**config.mk**
```make
export PLATFORM = sky130hd
export DESIGN_NAME = instruction_fetch_stage
export DESIGN_NICKNAME = d
export VERILOG_FILES = /design/src/rtl/riscv_pkg.sv /design/src/rtl/if_id_reg.sv /design/src/rtl/instruction_fetch_stage.sv
export SDC_FILE = /design/constraint.sdc
export NUM_CORES = 1
export LEC_CHECK = 0
export CAP_MARGIN = 20
export CORE_MARGIN = 1
export CORE_UTILIZATION = 55
export DETAILED_ROUTE_END_ITERATION = 6
export GPL_ROUTABILITY_DRIVEN = 0
export PLACE_DENSITY = 0.93
export SLEW_MARGIN = 0
export SYNTH_ARGS = -nofsm -noshare
export SYNTH_HDL_FRONTEND = slang
export SYNTH_SLANG_ARGS = --single-unit
```
**constraint.sdc**
```tcl
create_clock -name clk -period 14.3 [get_ports clk]
set_clock_uncertainty 0.1 [all_clocks]
set_input_delay 2.86 -clock clk [delete_from_list [all_inputs] [get_ports clk]]
set_output_delay 2.86 -clock clk [all_outputs]
set_load 0.01 [all_outputs]
```
**src/rtl/riscv_pkg.sv**
```systemverilog
// Shared definitions for the RV32 pipeline front end.
//   XLEN          : data/address width
//   NOP_INSTR     : canonical bubble (addi x0,x0,0) placed in IF/ID when it is empty
//   fetch_state_t : fetch FSM states
package riscv_pkg;

  localparam int          XLEN      = 32;
  localparam logic [31:0] NOP_INSTR = 32'h0000_0013;

  // ISSUE : a request goes out this cycle (unless redirected)
  // WAIT  : one request outstanding, waiting for imem_rvalid
  // FULL  : a word arrived during a stall and is parked in the skid buffer
  // DROP  : a redirect overtook the outstanding request; its response is discarded
  typedef enum logic [1:0] {
    ISSUE = 2'd0,
    WAIT  = 2'd1,
    FULL  = 2'd2,
    DROP  = 2'd3
  } fetch_state_t;

endpackage

```
**src/rtl/if_id_reg.sv**
```systemverilog
// IF/ID pipeline register.
//   clk, rst             : clock, asynchronous active-high reset
//   load                 : capture {load_pc, load_instr} and mark valid
//   bubble               : mark invalid and insert NOP_INSTR (pc is left as is)
//   load_pc, load_instr  : incoming instruction and its address
//   valid, pc, instr     : register contents presented to decode
// With neither load nor bubble asserted every field holds (stall).
module if_id_reg #(
  parameter int          XLEN      = riscv_pkg::XLEN,
  parameter logic [31:0] NOP_INSTR = riscv_pkg::NOP_INSTR
) (
  input  logic            clk,
  input  logic            rst,
  input  logic            load,
  input  logic            bubble,
  input  logic [XLEN-1:0] load_pc,
  input  logic [31:0]     load_instr,
  output logic            valid,
  output logic [XLEN-1:0] pc,
  output logic [31:0]     instr
);

  // Load wins over bubble; the parent never asserts both, but the order
  // keeps the register well defined if it ever did.
  always_ff @(posedge clk or posedge rst) begin
    if (rst) begin
      valid <= 1'b0;
      pc    <= '0;
      instr <= NOP_INSTR;
    end else if (load) begin
      valid <= 1'b1;
      pc    <= load_pc;
      instr <= load_instr;
    end else if (bubble) begin
      valid <= 1'b0;
      instr <= NOP_INSTR;
    end
  end

endmodule

```
**src/rtl/instruction_fetch_stage.sv**
```systemverilog
// Instruction fetch stage with IF/ID register.
// Owns the PC, keeps at most one request outstanding to instruction memory,
// parks a returned word in a one-entry buffer while decode is stalled, and
// flushes on a redirect from EX.
//   clk, rst        : clock, asynchronous active-high reset
//   stalln          : 0 = hold PC and IF/ID, 1 = advance
//   redirect_valid  : taken branch/jump; flush IF/ID and fetch from redirect_pc
//   redirect_pc     : redirect target (low two bits ignored)
//   imem_req        : request strobe, always accepted
//   imem_addr       : fetch address (the PC)
//   imem_rvalid     : single response pulse per request
//   imem_rdata      : instruction word returned with imem_rvalid
//   if_id_valid     : IF/ID holds a real instruction
//   if_id_pc        : address of the instruction in IF/ID
//   if_id_instr     : instruction in IF/ID (NOP_INSTR when invalid)
module instruction_fetch_stage #(
  parameter int               XLEN      = riscv_pkg::XLEN,
  parameter logic [XLEN-1:0]  RESET_PC  = '0,
  parameter logic [31:0]      NOP_INSTR = riscv_pkg::NOP_INSTR
) (
  input  logic            clk,
  input  logic            rst,
  input  logic            stalln,
  input  logic            redirect_valid,
  input  logic [XLEN-1:0] redirect_pc,
  output logic            imem_req,
  output logic [XLEN-1:0] imem_addr,
  input  logic            imem_rvalid,
  input  logic [31:0]     imem_rdata,
  output logic            if_id_valid,
  output logic [XLEN-1:0] if_id_pc,
  output logic [31:0]     if_id_instr
);

  import riscv_pkg::*;

  fetch_state_t    state;
  logic [XLEN-1:0] pc;
  logic [XLEN-1:0] buf_pc;
  logic [31:0]     buf_instr;
  logic [XLEN-1:0] target;
  logic            deliver_now;
  logic            deliver_buf;
  logic            load;
  logic            bubble;
  logic [XLEN-1:0] load_pc;
  logic [31:0]     load_instr;

  assign target    = {redirect_pc[XLEN-1:2], 2'b00};
  assign imem_req  = (state == ISSUE) && !redirect_valid && !rst;
  assign imem_addr = pc;

  // A word reaches IF/ID either straight from memory or from the skid buffer.
  // A redirect in the same cycle cancels the delivery; with no delivery and
  // no stall, a bubble is inserted instead.
  assign deliver_now = (state == WAIT) && imem_rvalid && stalln;
  assign deliver_buf = (state == FULL) && stalln;
  assign load        = !redirect_valid && (deliver_now || deliver_buf);
  assign bubble      = redirect_valid || (stalln && !load);
  assign load_pc     = deliver_buf ? buf_pc : pc;
  assign load_instr  = deliver_buf ? buf_instr : imem_rdata;

  // The PC only advances when its word is handed to IF/ID, so while a
  // request is outstanding pc is still the address of that request.
  always_ff @(posedge clk or posedge rst) begin
    if (rst) begin
      state     <= ISSUE;
      pc        <= RESET_PC;
      buf_pc    <= '0;
      buf_instr <= NOP_INSTR;
    end else if (redirect_valid) begin
      pc        <= target;
      buf_pc    <= '0;
      buf_instr <= NOP_INSTR;
      // A request still in flight must have its response swallowed in DROP.
      case (state)
        WAIT, DROP: state <= imem_rvalid ? ISSUE : DROP;
        default:    state <= ISSUE;
      endcase
    end else begin
      case (state)
        ISSUE: state <= WAIT;
        WAIT: begin
          if (imem_rvalid) begin
            if (stalln) begin
              pc    <= pc + XLEN'(4);
              state <= ISSUE;
            end else begin
              buf_pc    <= pc;
              buf_instr <= imem_rdata;
              state     <= FULL;
            end
          end
        end
        FULL: begin
          if (stalln) begin
            pc    <= pc + XLEN'(4);
            state <= ISSUE;
          end
        end
        DROP: begin
          if (imem_rvalid) state <= ISSUE;
        end
        default: state <= ISSUE;
      endcase
    end
  end

  if_id_reg #(
    .XLEN      (XLEN),
    .NOP_INSTR (NOP_INSTR)
  ) u_if_id_reg (
    .clk        (clk),
    .rst        (rst),
    .load       (load),
    .bubble     (bubble),
    .load_pc    (load_pc),
    .load_instr (load_instr),
    .valid      (if_id_valid),
    .pc         (if_id_pc),
    .instr      (if_id_instr)
  );

endmodule

```
Word-level counts from Yosys, hierarchy flattened
Index checks and enable logic that the tools add are counted.
{"block": "word_totals", "register_bits": 163, "output_inout_bits": 98}
{"block": "op_classes", "n_addsub": 1, "n_eq_ne": 7, "n_mux": 26, "reduce_logical": 21}
{"op": "$mux 32", "count": 15}
{"op": "$pmux 32 s2", "count": 1}
{"op": "$add 32x3->32 const B", "count": 1}
{"op": "$mux 2", "count": 7}
{"op": "$ne 3x3->1 const B", "count": 3}
{"op": "$pmux 2 s4", "count": 1}
{"op": "$logic_and 1x1->1", "count": 7}
{"op": "$reduce_and 3->1", "count": 2}
{"op": "$reduce_bool 2->1", "count": 3}
{"op": "$eq 2x2->1 const B", "count": 2}
{"op": "$logic_not 1->1", "count": 3}
{"op": "$reduce_bool 3->1", "count": 1}
{"op": "$eq 2x1->1 const B", "count": 1}
{"op": "$logic_not 2->1", "count": 1}
{"op": "$logic_or 1x1->1", "count": 2}
{"op": "$mux 1", "count": 2}
{"op": "$ne 2x1->1 const B", "count": 1}
{"op": "$reduce_and 2->1", "count": 1}
{"op": "$reduce_or 2->1", "count": 1}

Longest topological paths before layout
Gate-level depths: netlist (run 1).
{"block": "logic_depth", "depth_word": 10, "mapped_depth": 7}

Cells and area by module
A second synthesis (run 1) with hierarchy kept.
{"block": "unflattened", "hier_cells": 585, "hier_area_um2": 7485.9}
{"module": "instruction_fetch_stage", "n_inst": 1, "cells_per_inst": 427, "area_each_um2": 4912.2, "seq_area_each_um2": 2381.0}
{"module": "if_id_reg", "n_inst": 1, "cells_per_inst": 158, "area_each_um2": 2573.7, "seq_area_each_um2": 1630.3}

Least setup slack after synthesis (run 1)
No wires, ideal clock.
{"block": "synth_timing", "path_type": "input to output", "start": "input port redirect_valid", "end": "output port imem_req", "t_arrival_ns": 3.872, "t_required_ns": 11.340, "slack_ns": 7.468, "stages": 4, "n_path_buf": 3, "path_cell_list": "clkbuf_1 > clkbuf_1 > clkbuf_1 > nor4_1"}
{"block": "synth_between", "elab_chain_cells": 3}
{"element": "start: declaration", "line": "instruction_fetch_stage.sv:24", "source": "input logic redirect_valid,"}
{"element": "$logic_not 1->1", "line": "instruction_fetch_stage.sv:50", "source": "assign imem_req = (state == ISSUE) && !redirect_valid && !rst;"}
{"element": "$logic_and 1x1->1 (2 in series)", "line": "instruction_fetch_stage.sv:50"}
{"element": "end: declaration", "line": "instruction_fetch_stage.sv:26", "source": "output logic imem_req,"}
No other way between the ends.

Worst setup path in the final report (run 1)
{"block": "layout_timing", "start": "input port rst", "end": "output port imem_req"}
{"block": "layout_between", "elab_chain_cells": 2}
{"element": "start: declaration", "line": "instruction_fetch_stage.sv:22", "source": "input logic rst,"}
{"element": "$logic_not 1->1 (no source line)"}
{"element": "$logic_and 1x1->1", "line": "instruction_fetch_stage.sv:50"}
No other way between the ends.

==> summary.md, run 1 <==
| Metric | Value |
|---|---|
| TritonCTS buffer count | 17 |
| Syn Inst Count | 808 |
| Fillers | 934 |
| Yosys top cell by area | dfrtp_1 |
| Sw frac | 0.286 |
| DR WL/cell | 17.3 um |
| Drt first pass iters | 5 |
| Rows | 42 |
| Ranking of synthesized cells by area | dfrtp_1 51%, nand2_1 11%, mux2i_1 8.6% |
| Mapped cell area | 0.00747 mm^2 |
| P_sw | 387 uW |
| CTS tree | done |
| Clk pwr share | 0.330 |
| Leakage | 4.37 nW |
| P_int | 966 uW |
| First DRT Iteration DRCs | 701 |
| # DRC | 0 |
| CP max-delay cell | clkdlybuf4s50_1 |
| Worst Path Arrival | 4.13 ns |
| Final instance area | 0.00969 mm^2 |
| Die W | 119 um |
| Worst Tran Pin Value | 0.992 ns |
| Status | completed |
| Most common cell after layout, fill and taps aside | nand2_1 |
| Worst-Skew Late Latency | 0.42 ns |
| Number of antenna-violating nets in the routed design | 0 |
| Commonest cells after routing, fill and taps aside | 210 x nand2_1, 161 x clkdlybuf4s50_1, 153 x dfrtp_1 |
| VDD IR max | 92.5 uV |
| Setup CP Type | in2out |
| Total core area | 0.0132 mm^2 |
| Longest Clk Path Bufs | 2 |
| Crit-path max cell delay | 0.58 ns |
| Die ar. | 0.0141 mm^2 |
| Main synth FF type | dfrtp_1 |
| Seq pwr share | 0.426 |
| Clock-pin slew on the worst setup and hold paths | 0.06 ns |
| RSZ-0062 raised after global routing | no |
| Setup_tns | 0 ns |
| Via/cell ratio | 5.87 |
| Slew Limit Fails | 0 |
| Avg Cell Area, Syn | 9.25 um^2 |
| Worst min path class | reg2reg |
| Crit. End Element | output port |
| Post-synthesis sequential area ratio | 0.533 |
| Final setup violation count | 0 |
| CP top delay family | buffers and inverters |
| # nets final | 1,001 |
| Combinational share of power | 0.245 |
| Clk sink count | 159 |
| IO Pins | 167 |
| Post-cts resize count | 0 |
| Post-DP HPWL | 12,500 um |
| Ys Warns | 0 |
| Minimum clock period | 7.09 ns |
| Synth cell types | 48 |
| Most common cell on crit path | clkdlybuf4s50_1 |
| CP Launch Type | primary input |
| Grt ovf | 0 |
| Fmax | 141 MHz |
| Total routed wirelength | 19,400 um |
| Instance area at placement | 0.00909 mm^2 |
| H-tree Lvls | 4 |
| Largest net degree at the start of global routing | 90 |
| Number of synthesized register bits | 159 |
| # hold bufs at CTS | 0 |
| Layout cells sized above 1 | 0.0562 |
| Fin crit share | 0.496 |
| Die Span Y | 119 um |
| Crit path buf inv count | 2 |
| P&R area growth vs syn | 29.7% |
| Final cell count without fillers | 1,119 |
| Vias in the first global route | 6,412 |
| Critical Path Fanout Max | 2 |
| Top-area cell type share of the netlist area | 0.512 |
| CP Cell Sequence | clkdlybuf4s50_1 -> nor4_1 -> clkdlybuf4s50_1 |
| First-pass GRT wire length | 31,800 um |
| Postcts setup bufs | 0 |
| CTS root buf | clkbuf_16 |
| Cells after DPL | 1,087 |
| Port buffer count | 162 |
| Number of flops mapped to enable cells by yosys | 0 |
| GRT Total Usage | 0.289 |
| Vias | 6,572 |
| Initial antenna violation count | 0 |
| Hold Vio Cnt, Final | 0 |
| Starting Density | 0.564 |
| CP required | 11.34 ns |
| Max-Cap Viols | 0 |
| Max transition margin | 0.335 |
| Ant diodes | 0 |
| P per Cell Area | 140 mW/mm^2 |
| Asr flop ratio synth | 1.00 |
## layout make-up
class,count,area [um^2],area share
sequential,159,3990,0.411
multi-input combinational,572,3160,0.326
timing repair buffer,170,1700,0.175
clock buffer,25,505,0.0521
tap,176,220,0.0227
clock inverter,6,80.1,0.00826
inverter,11,46.3,0.00478
## worst reg2reg max path: stages, from the launching register on
cell,delay (ns)
dfrtp_1,0.51
nand3b_1,0.17
buf_4,0.64
a21o_2,0.30
buf_4,0.63
o21ai_0,0.26
## synth_stat cells (2+ instances only)
| cell type | n |
|---|---|
| nand2_1 | 210 |
| dfrtp_1 | 153 |
| o21ai_0 | 76 |
| a21oi_1 | 69 |
| mux2i_1 | 64 |
| clkbuf_1 | 46 |
| nand3_1 | 25 |
| nand4_1 | 16 |
| nor2_1 | 14 |
| buf_2 | 13 |
| a31oi_1 | 10 |
| inv_1 | 10 |
| o31ai_1 | 10 |
| or4_1 | 10 |
| nor3_1 | 8 |
| nor2b_1 | 7 |
| xnor2_1 | 7 |
| dfstp_2 | 6 |
| nor4_1 | 5 |
| a211oi_1 | 4 |
| a22o_1 | 4 |
| a221oi_1 | 3 |
| buf_4 | 3 |
| buf_6 | 3 |
| o21a_1 | 3 |
| a21o_1 | 2 |
| a311o_1 | 2 |
| and3_1 | 2 |
| buf_1 | 2 |
| o211ai_1 | 2 |
| or3_1 | 2 |
## cell families after synthesis
kind of cell / after synthesis / share of synthesized area
other: 1 / 0.000502
buffers and inverters: 78 / 0.0459
and+or+nand+nor: 307 / 0.180
AOI/OAI and AO/OA: 189 / 0.142
DFF: 159 / 0.533
xor gates and xnor gates: 8 / 0.00938
adders and majority gates: 1 / 0.00167
muxes: 65 / 0.0872
## metal layers
layer	track usage	part of all wire
met4	0.138	0.030
met2	0.468	0.49
met3	0.0507	0.066
met1	0.378	0.41
met5	0	0
## registers in the layout, summed over array words and instances, names as in the netlist
register / count
u_if_id_reg.pc: 31
state: 2
buf_instr: 32
buf_pc: 31
imem_addr: 30
u_if_id_reg.valid: 1
u_if_id_reg.instr: 32
## power by group through the flow
stage          combinational [mW]  clock [mW]  sequential [mW]
3_3_place_gp                0.319           0            0.579
3_5_place_dp                0.329           0            0.583
5_1_grt                     0.359       0.474            0.585
4_1_cts                     0.331       0.451            0.576
6_report                    0.331       0.446            0.576
2_1_floorplan               0.136           0            0.594
## path summary, 6_finish.rpt
kind	start	endpoint	slack [ns]	depth (start not counted)
min in group asynchronous	rst	u_if_id_reg.instr[6]	2.89	2
max in group asynchronous	rst	buf_pc[29]	9.74	3
hold / removal	u_if_id_reg.instr[24]	u_if_id_reg.instr[24]	0.37	2
setup reg to reg	state[0]	u_if_id_reg.instr[23]	11.54	5
hold reg to reg	u_if_id_reg.instr[24]	u_if_id_reg.instr[24]	0.37	2
setup / recovery	rst	imem_req	7.21	3
## through the flow
step	util	setup slack [ns]	total power [mW]	hold WS, ns
detailed placement	0.686	7.20	0.912	0.369
global placement	0.685	7.20	0.898	0.360
CTS	0.731	7.20	1.36	0.382
floorplan	-	7.06	0.730	0.364
global route	0.732	7.16	1.42	0.401
finish	0.732	7.21	1.35	0.375
No activity file was read; power rests on OpenSTA's default activity.
==> inputs of run 2 (changes only) <==
--- a/config.mk
+++ b/config.mk
@@ -7,10 +7,10 @@
 export LEC_CHECK = 0
 export CAP_MARGIN = 20
 export CORE_MARGIN = 1
-export CORE_UTILIZATION = 55
+export CORE_UTILIZATION = 46
 export DETAILED_ROUTE_END_ITERATION = 6
 export GPL_ROUTABILITY_DRIVEN = 0
-export PLACE_DENSITY = 0.93
+export PLACE_DENSITY = 0.84
 export SLEW_MARGIN = 0
 export SYNTH_ARGS = -nofsm -noshare
 export SYNTH_HDL_FRONTEND = slang
==> constraint.sdc (replaced) <==
create_clock -name clk -period 6 [get_ports clk]
set_clock_uncertainty 0.1 [all_clocks]
set_input_delay 1.2 -clock clk [delete_from_list [all_inputs] [get_ports clk]]
set_output_delay 1.2 -clock clk [all_outputs]
set_load 0.01 [all_outputs]
==> summary.md, run 2 (synthesized netlist as in run 1, its figures left out) <==
| Metric | Value |
|---|---|
| Rows | 46 (+9.5%) |
| Ant diodes | 0 (unchanged) |
| Total core area | 0.0159 mm^2 (+20%) |
| R2R Setup Slk | 3.01 ns (-8.53 ns) |
| Worst min path class | reg2reg |
| # hold bufs at CTS | 0 (unchanged) |
| Postcts setup bufs | 0 (unchanged) |
| CTS tree | done |
| P&R area growth vs syn | 30.3% |
| Clk pwr share | 0.338 (+0.008) |
| Initial antenna violation count | 0 (unchanged) |
| Die Span Y | 129 um (+9.2%) |
| Hold Path Cell Cnt | 2 (unchanged) |
| # DRC | 0 (unchanged) |
| Fillers | 1,351 (+45%) |
| P_int | 2.31 mW (+140%) |
| Slew Limit Fails | 0 (unchanged) |
| DR WL/cell | 16.5 um (-4.7%) |
| Hold Vio Cnt, Final | 0 (unchanged) |
| Post-DP HPWL | 12,400 um (-0.13%) |
| Leakage | 4.36 nW (-0.29%) |
| CTS root buf | clkbuf_16 |
| CP top delay family | buffers and inverters |
| Seq pwr share | 0.422 (-0.004) |
| Post-cts resize count | 0 (unchanged) |
| CP Cell Sequence | clkdlybuf4s50_1 -> nand3b_1 -> buf_4 -> a21oi_1 -> nand4_1 -> nand3_1 |
| Longest Clk Path Bufs | 2 (unchanged) |
| Slack of the critical path | 2.09 ns (-5.12 ns) |
| Worst Tran Pin Value | 1.03 ns (+0.0403 ns) |
| Setup_tns | 0 ns (unchanged) |
| CP max-delay cell | buf_4 |
| Starting Density | 0.470 (-0.0939) |
| TritonCTS buffer count | 17 (unchanged) |
| Min-delay src | u_if_id_reg.instr[23] |
| Crit path buf inv count | 2 (unchanged) |
| Multi-input logic area | 0.00316 mm^2 (unchanged) |
| Drt first pass iters | 5 (unchanged) |
| Depth of the most critical reg-to-reg path | 5 (unchanged) |
| FF/Latch Area | 0.00399 mm^2 (unchanged) |
| Fmax | 256 MHz |
| Crit-path max cell delay | 0.93 ns (+0.35 ns) |
| Vias | 6,367 (-3.1%) |
| # nets final | 1,001 (unchanged) |
| Die W | 129 um (+9.2%) |
| Max-Cap Viols | 0 (unchanged) |
| Critical Path Fanout Max | 58 (+56) |
| Instance area at placement | 0.00914 mm^2 (+0.55%) |
| P per Cell Area | 333 mW/mm^2 (+140%) |
| CP required | 6.19 ns (-5.15 ns) |
| IO Pins | 167 (unchanged) |
| Commonest cells after routing, fill and taps aside | 210 x nand2_1, 161 x clkdlybuf4s50_1, 153 x dfrtp_1 |
| Via/cell ratio | 5.49 (-6.5%) |
| GRT Total Usage | 0.239 (-0.0503) |
| H-tree Lvls | 4 (unchanged) |
| Hold Path Sink | u_if_id_reg.instr[23] |
| Clk sink count | 159 (unchanged) |
| Worst r2r src | state[0] |
| Total routed wirelength | 19,100 um (-1.2%) |
| Worst Path Arrival | 4.10 ns (-0.03 ns) |
| Most common cell after layout, fill and taps aside | nand2_1 |
| Clock-pin slew on the worst setup and hold paths | 0.06 ns (about the same) |
| Largest net degree at the start of global routing | 80 (-11%) |
| Sw frac | 0.288 (+0.00156) |
| Crit. End Element | register |
| Number of antenna-violating nets in the routed design | 0 (unchanged) |
| VDD IR max | 220 uV (+140%) |
| Minimum clock period | 3.91 ns |
| Fin crit share | 0.651 |
| P_sw | 933 uW (+140%) |
| RSZ-0062 raised after global routing | no |
| Pre-CTS setup slack | 1.69 ns (-5.50 ns) |
| Combinational share of power | 0.240 (-0.005) |
| First-pass GRT wire length | 30,900 um (-3.0%) |
| Worst-Skew Late Latency | 0.43 ns (about the same) |
| Reg-to-Reg End | imem_addr[26] |
| CP Launch Type | primary input |
| Die ar. | 0.0168 mm^2 (+19%) |
| Status | completed |
| Port buffer count | 162 (unchanged) |
| Final setup violation count | 0 (unchanged) |
| Layout cells sized above 1 | 0.0583 (+0.00206) |
| Vias in the first global route | 6,092 (-5.0%) |
| Hold WS | 0.373 ns (-0.00192 ns) |
| Final instance area | 0.00974 mm^2 (+0.46%) |
| Biggest regs | buf_instr (32), u_if_id_reg.instr (32) |
| Setup CP Type | in2reg |
| First DRT Iteration DRCs | 443 (-37%) |
| Grt ovf | 0 (unchanged) |
| Max transition margin | 0.312 (-0.0229) |
## run 2: cell types whose count changed in the layout (fill, tap and decap cells not counted), sizes merged
cell,delta
clkbuf,-4
clkinvlp,+4
bufinv,+1
## run 2: metal layers
| layer | GRT usage | share of wire | wire, um | up-vias |
|---|---|---|---|---|
| met5 | 0 | 0 | 0 | - |
| met4 | 0.0862 | 0.016 | 305 | 0 |
| met3 | 0.0549 | 0.057 | 1090 | 27 |
| met2 | 0.391 | 0.48 | 9200 | 246 |
| met1 | 0.311 | 0.45 | 8530 | 3044 |
| li1 | - | - | - | 3050 |
## run 2: cell type report
class,instances,area share
Clock buffer,21,0.0473
Clock inverter,11,0.0144
Inverter,11,0.00475
Multi-Input combinational cell,572,0.324
Sequential cell,159,0.409
Tap cell,216,0.0277
Timing Repair Buffer,170,0.172
## run 2: worst register-to-register path, stage by stage (launching register included)
cell,delay [ns]
dfrtp_1,0.52
nand3b_1,0.70
buf_4,0.94
a21oi_1,0.36
nand4_1,0.17
nand3_1,0.08
## run 2: worst max path at each step
stage,startpoint,to,slack [ns],depth (start not counted)
floorplan,rst,buf_instr[10],0.42,1
global placement,stalln,imem_addr[28],1.74,6
detailed placement,stalln,imem_addr[26],1.69,6
CTS,rst,imem_req,2.07,3
global route,stalln,imem_addr[26],1.96,6
finish,stalln,imem_addr[26],2.09,6
## run 2: metrics by stage
step | util | instances | power [mW]
after floorplan | - | 809 | 1.74
after global placement | 0.575 | 1128 | 2.15
after detailed placement | 0.575 | 1128 | 2.17
after CTS | 0.613 | 1160 | 3.27
after global routing | 0.613 | 1160 | 3.40
final | 0.613 | 1160 | 3.24
## run 2: power groups by stage
stage,logic (mW),clock network (mW),registers (mW)
global placement,0.765,0,1.38
global route,0.854,1.15,1.39
CTS,0.786,1.11,1.37
floorplan,0.324,0,1.42
finish,0.779,1.09,1.37
detailed placement,0.782,0,1.39
